`config.mk`:
```
export PLATFORM = sky130hd
export DESIGN_NAME = win_event_gen
export DESIGN_NICKNAME = d
export VERILOG_FILES = /design/src/rtl/win_event_gen.sv
export SDC_FILE = /design/constraint.sdc
export NUM_CORES = 1
export LEC_CHECK = 0
export BUFFER_PORTS_ARGS = -buffer_cell sky130_fd_sc_hd__buf_2
export CAP_MARGIN = 20
export CORE_MARGIN = 2
export CORE_UTILIZATION = 58
export CTS_CLUSTER_DIAMETER = 30
export DETAILED_ROUTE_END_ITERATION = 10
export PLACE_DENSITY = 0.85
export SETUP_SLACK_MARGIN = 0.02
export SLEW_MARGIN = 0
export SYNTH_ARGS = -nofsm -noshare
export SYNTH_HDL_FRONTEND = slang
export SYNTH_SLANG_ARGS = --single-unit
export TNS_END_PERCENT = 100
```
`constraint.sdc`:
```
create_clock -name clk -period 4.35 [get_ports clk]
set_input_delay 0.87 -clock clk [delete_from_list [all_inputs] [get_ports clk]]
set_output_delay 0.87 -clock clk [all_outputs]
set_load 0.05 [all_outputs]
```
`src/rtl/win_event_gen.sv`:
```
// rtl/win_event_gen.sv - start/hold/end/gap window stimulus generator for OVL window checkers
// Outputs are registered from next-state so start_event appears on the edge after acceptance.
module win_event_gen #(
    parameter int WIDTH = 4,
    parameter int CNT_W = 8
) (
    input  logic             clk,
    input  logic             rst,
    input  logic             cmd_valid,
    output logic             cmd_ready,
    input  logic [WIDTH-1:0] cmd_value,
    input  logic [CNT_W-1:0] cmd_start_len,
    input  logic [CNT_W-1:0] cmd_hold_len,
    input  logic [CNT_W-1:0] cmd_end_len,
    input  logic [CNT_W-1:0] cmd_gap_len,
    input  logic             cmd_mutate,
    input  logic [CNT_W-1:0] cmd_mut_idx,
    input  logic             abort,
    output logic             start_event,
    output logic             end_event,
    output logic [WIDTH-1:0] test_expr,
    output logic             busy,
    output logic             done,
    output logic             mutated,
    output logic [CNT_W-1:0] win_count
);

    typedef enum logic [2:0] {
        S_IDLE  = 3'd0,
        S_START = 3'd1,
        S_HOLD  = 3'd2,
        S_END   = 3'd3,
        S_GAP   = 3'd4
    } state_t;

    localparam logic [CNT_W-1:0] ONE = CNT_W'(1);

    state_t           state_q, state_d;
    logic [CNT_W-1:0] cnt_q, cnt_d;
    logic [WIDTH-1:0] value_q, value_d;
    logic [CNT_W-1:0] start_last_q, start_last_d;
    logic [CNT_W-1:0] hold_len_q, hold_len_d;
    logic [CNT_W-1:0] end_last_q, end_last_d;
    logic [CNT_W-1:0] gap_len_q, gap_len_d;
    logic [CNT_W-1:0] mut_idx_q, mut_idx_d;
    logic             mut_en_q, mut_en_d;
    logic             mut_act_q, mut_act_d;
    logic             done_d;

    logic             start_event_q, end_event_q, busy_q, done_q, cmd_ready_q;
    logic [WIDTH-1:0] test_expr_q;
    logic [CNT_W-1:0] win_count_q;

    always_comb begin
        state_d      = state_q;
        cnt_d        = cnt_q;
        value_d      = value_q;
        start_last_d = start_last_q;
        hold_len_d   = hold_len_q;
        end_last_d   = end_last_q;
        gap_len_d    = gap_len_q;
        mut_idx_d    = mut_idx_q;
        mut_en_d     = mut_en_q;
        mut_act_d    = mut_act_q;
        done_d       = 1'b0;

        // Length fields are stored as last-cycle indices so a length of 2^CNT_W-1 never overflows.
        case (state_q)
            S_IDLE: begin
                if (cmd_valid) begin
                    state_d      = S_START;
                    cnt_d        = '0;
                    value_d      = cmd_value;
                    start_last_d = (cmd_start_len == '0) ? '0 : cmd_start_len - ONE;
                    hold_len_d   = cmd_hold_len;
                    end_last_d   = (cmd_end_len == '0) ? '0 : cmd_end_len - ONE;
                    gap_len_d    = cmd_gap_len;
                    mut_idx_d    = cmd_mut_idx;
                    mut_en_d     = cmd_mutate && (cmd_mut_idx < cmd_hold_len);
                end
            end
            S_START: begin
                if (cnt_q == start_last_q) begin
                    cnt_d   = '0;
                    state_d = (hold_len_q != '0) ? S_HOLD : S_END;
                end else begin
                    cnt_d = cnt_q + ONE;
                end
            end
            S_HOLD: begin
                if (cnt_q == hold_len_q - ONE) begin
                    cnt_d   = '0;
                    state_d = S_END;
                end else begin
                    cnt_d = cnt_q + ONE;
                end
            end
            S_END: begin
                if (cnt_q == end_last_q) begin
                    cnt_d = '0;
                    if (gap_len_q != '0) begin
                        state_d = S_GAP;
                    end else begin
                        state_d = S_IDLE;
                        done_d  = 1'b1;
                    end
                end else begin
                    cnt_d = cnt_q + ONE;
                end
            end
            S_GAP: begin
                if (cnt_q == gap_len_q - ONE) begin
                    cnt_d   = '0;
                    state_d = S_IDLE;
                    done_d  = 1'b1;
                end else begin
                    cnt_d = cnt_q + ONE;
                end
            end
            default: begin
                state_d = S_IDLE;
                cnt_d   = '0;
            end
        endcase

        if (state_q != S_IDLE && abort) begin
            state_d = S_IDLE;
            cnt_d   = '0;
            done_d  = 1'b0;
        end

        if (state_d == S_IDLE) begin
            mut_act_d = 1'b0;
        end else if (mut_en_d && state_d == S_HOLD && cnt_d == mut_idx_d) begin
            mut_act_d = 1'b1;
        end
    end

    always_ff @(posedge clk or posedge rst) begin
        if (rst) begin
            state_q       <= S_IDLE;
            cnt_q         <= '0;
            value_q       <= '0;
            start_last_q  <= '0;
            hold_len_q    <= '0;
            end_last_q    <= '0;
            gap_len_q     <= '0;
            mut_idx_q     <= '0;
            mut_en_q      <= 1'b0;
            mut_act_q     <= 1'b0;
            start_event_q <= 1'b0;
            end_event_q   <= 1'b0;
            test_expr_q   <= '0;
            busy_q        <= 1'b0;
            done_q        <= 1'b0;
            cmd_ready_q   <= 1'b1;
            win_count_q   <= '0;
        end else begin
            state_q       <= state_d;
            cnt_q         <= cnt_d;
            value_q       <= value_d;
            start_last_q  <= start_last_d;
            hold_len_q    <= hold_len_d;
            end_last_q    <= end_last_d;
            gap_len_q     <= gap_len_d;
            mut_idx_q     <= mut_idx_d;
            mut_en_q      <= mut_en_d;
            mut_act_q     <= mut_act_d;
            start_event_q <= (state_d == S_START);
            end_event_q   <= (state_d == S_END);
            test_expr_q   <= (state_d == S_START || state_d == S_HOLD || state_d == S_END)
                             ? (mut_act_d ? ~value_d : value_d) : '0;
            busy_q        <= (state_d != S_IDLE);
            done_q        <= done_d;
            cmd_ready_q   <= (state_d == S_IDLE);
            win_count_q   <= win_count_q + CNT_W'(done_d);
        end
    end

    assign cmd_ready   = cmd_ready_q;
    assign start_event = start_event_q;
    assign end_event   = end_event_q;
    assign test_expr   = test_expr_q;
    assign busy        = busy_q;
    assign done        = done_q;
    assign mutated     = mut_act_q;
    assign win_count   = win_count_q;

endmodule

```
==> impl_metrics.py <==
metrics = {
    "setup_path": {
        "r2r_cells": 10,
        "cp_max_fo": 9,
        "r2r-start": "cnt_q[7]",
        "cp-start-kind": "flip-flop",
        "r2r_setup_slack_ns": 0.61,
        "endpoint_kind": "flip-flop",
        "cp.arrival_ns": 4.02,
        "criticalPathCategory": "reg2reg",
        "reg2reg_to": "test_expr[0]",
        "cp.required_ns": 4.63,
    },
    "timing": {
        "skew_ns": 0.00600,
        "fin_crit_sh_pct": 86.0,
        "maxSlewViolCount": 0,
        "rsz0062_at_grt": "false",
        "max_freq_ghz": 0.267,
        "final_hold_viol_count": 0,
        "setup_viol_count_final": 0,
        "period_minus_slack_ns": 3.74,
        "hold_slack_ns": 0.477,
        "tns_ns": 0,
        "tightest_slew_ns": 0.815,
        "maxSlewHeadroom_pct": 45.6,
    },
    "min_path": {
        "min-delay-start": "win_count[7]",
        "min_path_cells": 1,
        "min_path_type": "reg2reg",
        "whs_endpoint": "win_count[7]",
    },
    "global_route": {
        "antenna_found_initial": 0,
        "busiest_layer": "met2",
        "use_met3_pct": 6.66,
        "grt.overflow.total": 0,
        "use_met1_pct": 37.6,
        "grt_pass1_vias": 4206,
        "gr-usage-met2_pct": 46.5,
        "grt_usage_pct": 29.1,
        "grt_max_degree": 39,
        "grt_pass1_wl_mm": 20.0,
    },
    "cells_and_area": {
        "seq_area_sq_mm": 0.00185,
        "final_nets": 668,
        "fin_area_sq_mm": 0.00532,
        "drive_gt1_share_pct": 16.9,
        "multi_input_area_sq_mm": 0.00262,
        "syn_to_final_growth_pct": 13.0,
        "fillCellCount": 620,
        "diodes": 0,
        "final_cells": 711,
    },
    "clock_tree": {
        "post-cts-setup-buffer-count": 0,
        "cts_inserted_buffers": 9,
        "cts_buffer_depth": 2,
        "clk_latency_ns": 0.36,
        "cts_root_buf": "clkbuf_8",
        "hold_buffers": 0,
        "cts-resized-gates": 0,
        "htreeDepth": 3,
        "clkSinkCount": 74,
        "cts_tree": "built",
        "clk_pin_slew_worst_paths_ns": 0.08,
    },
    "detailed_routing": {
        "post-route-drc-count": 0,
        "vias": 4263,
        "ant_nets": 0,
        "wl_per_cell_microns": 16.8,
        "viasPerCell": 6.00,
        "wl_mm": 11.9,
        "dr.pass1.iters": 5,
        "drtIter0Drc": 270,
    },
    "status": {
        "status": "complete, no violations",
    },
    "floorplanning": {
        "rows": 32,
        "dieArea_sq_mm": 0.00885,
        "io_pins": 67,
        "die_h_microns": 94.1,
        "core_area_sq_mm": 0.00781,
        "die_w_microns": 94.1,
        "initial_core_util_pct": 60.3,
    },
    "logic_synthesis": {
        "ys_seq_area_share_pct": 39.4,
        "ys_seq_elements": 74,
        "netlist_instances": 541,
        "avgSynthCellArea_sq_um": 8.70,
        "synth_edf_count": 0,
        "synth_area_sq_mm": 0.00471,
        "synth_async_sr_flop_share_pct": 100,
        "synth.net_count": 605,
        "synth_cell_type_count": 59,
        "ys.flop_type": "dfrtp_1",
        "yosys_warnings": 0,
    },
    "job": {
        "drv_cap": 0,
    },
    "pwr": {
        "leakagePower_nw": 2.51,
        "vdd_drop_max_v": 0.000266,
        "power.density_mw_per_mm2": 641,
    },
    "placement": {
        "placed_area_sq_mm": 0.00513,
        "post-place-cells": 694,
        "port_buffers": 66,
        "gp_congestion": 0.990,
        "dp_hpwl_mm": 8.72,
    },
}
## how the worst max path moves through the flow
| stage | cells past startpoint | to | startpoint | slack (ns) |
|---|---|---|---|---|
| after floorplan | 10 | test_expr[0] | cmd_valid | 0.88 |
| after global placement | 11 | test_expr[0] | cmd_valid | 0.58 |
| final | 10 | test_expr[0] | cnt_q[7] | 0.61 |
| after detailed placement | 11 | test_expr[0] | cmd_valid | 0.41 |
| after global routing | 12 | test_expr[1] | gap_len_q[0] | 0.38 |
| after CTS | 10 | test_expr[0] | cnt_q[7] | 0.71 |
## cell families after synthesis
kind of cell / after synthesis / synth area share (%)
multiplexers: 18 / 3.93
adder cells (fa/ha/maj): 15 / 3.99
flip-flops: 74 / 39.4
AO/OA/AOI/OAI: 110 / 14.7
AND/OR/NAND/NOR: 209 / 22.5
buffers and inverters: 59 / 4.97
XOR/XNOR: 56 / 10.6
## flip-flops by register name, summed over array words and instances (netlist names), 3 cells and up
signal and flops:
value_q 4, test_expr 4, start_last_q 8, end_last_q 8, gap_len_q 8, win_count 8
cnt_q 8, hold_len_q 8, mut_idx_q 8, state_q 3
## Yosys cell counts, types with 6 or more instances
cell      number  area (sq um)
nor3_1        12          60.1
nand4_1       10          62.6
dfrtp_1       73          1830
nor2b_1        6          37.5
clkbuf_1      16          60.1
nand2b_1       6          37.5
nand2_1       76           285
inv_1         34           128
buf_2          7          35.0
xnor2_1       32           280
o21ai_0       45           225
nor2_1        36           135
xor2_1        23           201
ha_1          15           188
a21oi_1       21           105
nor4_1         9          56.3
mux2i_1       14           140
nand3_1       20           100
## routing by layer
layer  up-vias  wire (microns)
li1       2018               -
met1      1988            4980
met2       215            5510
met3        42             923
met4         0             520
met5         -               0
## per-stage QoR
step	utilization [%]	worst slack, ns	power [mW]
2_1_floorplan	-	0.881	2.43
3_3_place_gp	65.8	0.580	2.75
3_5_place_dp	65.8	0.412	2.86
4_1_cts	68.1	0.709	3.38
5_1_grt	68.2	0.384	3.67
6_report	68.2	0.610	3.41
## report_power, final
group,internal [mW],leakage [nW],switching (mW),total [mW]
sequential,0.950,0.931,0.240,1.19
combinational,0.635,1.48,1.08,1.71
clock,0.253,0.0965,0.254,0.507
## cell type report
cell class | count | area share [%]
timing repair buffer | 77 | 7.71
tap | 102 | 2.40
clock inverter | 2 | 0.188
sequential | 74 | 34.8
clock buffer | 14 | 3.24
multi-input combinational | 408 | 49.2
inverter | 34 | 2.40
## placed cells by master, fill, tap and decap left out, types with 3 or more instances in the layout
master,count
nand2_1,76
dfrtp_1,73
buf_2,67
o21ai_0,45
nor2_1,36
inv_1,33
xnor2_1,32
xor2_1,23
a21oi_1,21
nand3_1,20
ha_1,15
mux2i_1,14
nor3_1,12
clkbuf_8,12
nand4_1,10
buf_4,10
nor4_1,9
nand2b_1,6
nor2b_1,6
or3_1,5
nand3b_1,5
and3_1,5
and2_1,4
a31oi_1,4
mux2_1,4
o21a_1,4
o211ai_1,4
or4_1,3
o22ai_1,3
a22oi_1,3
## worst max-delay path, stage by stage (launching register included)
cell and delay [ns]:
dfrtp_1 0.70, xor2_2 0.28, xnor2_1 0.13, a32o_1 0.27, a221o_1 0.39, a31oi_1 0.53, o21ai_0 0.31, nand3_1 0.17
nor4b_4 0.38, mux2_1 0.40, o211ai_1 0.10
(Power assumes the default switching activity.)
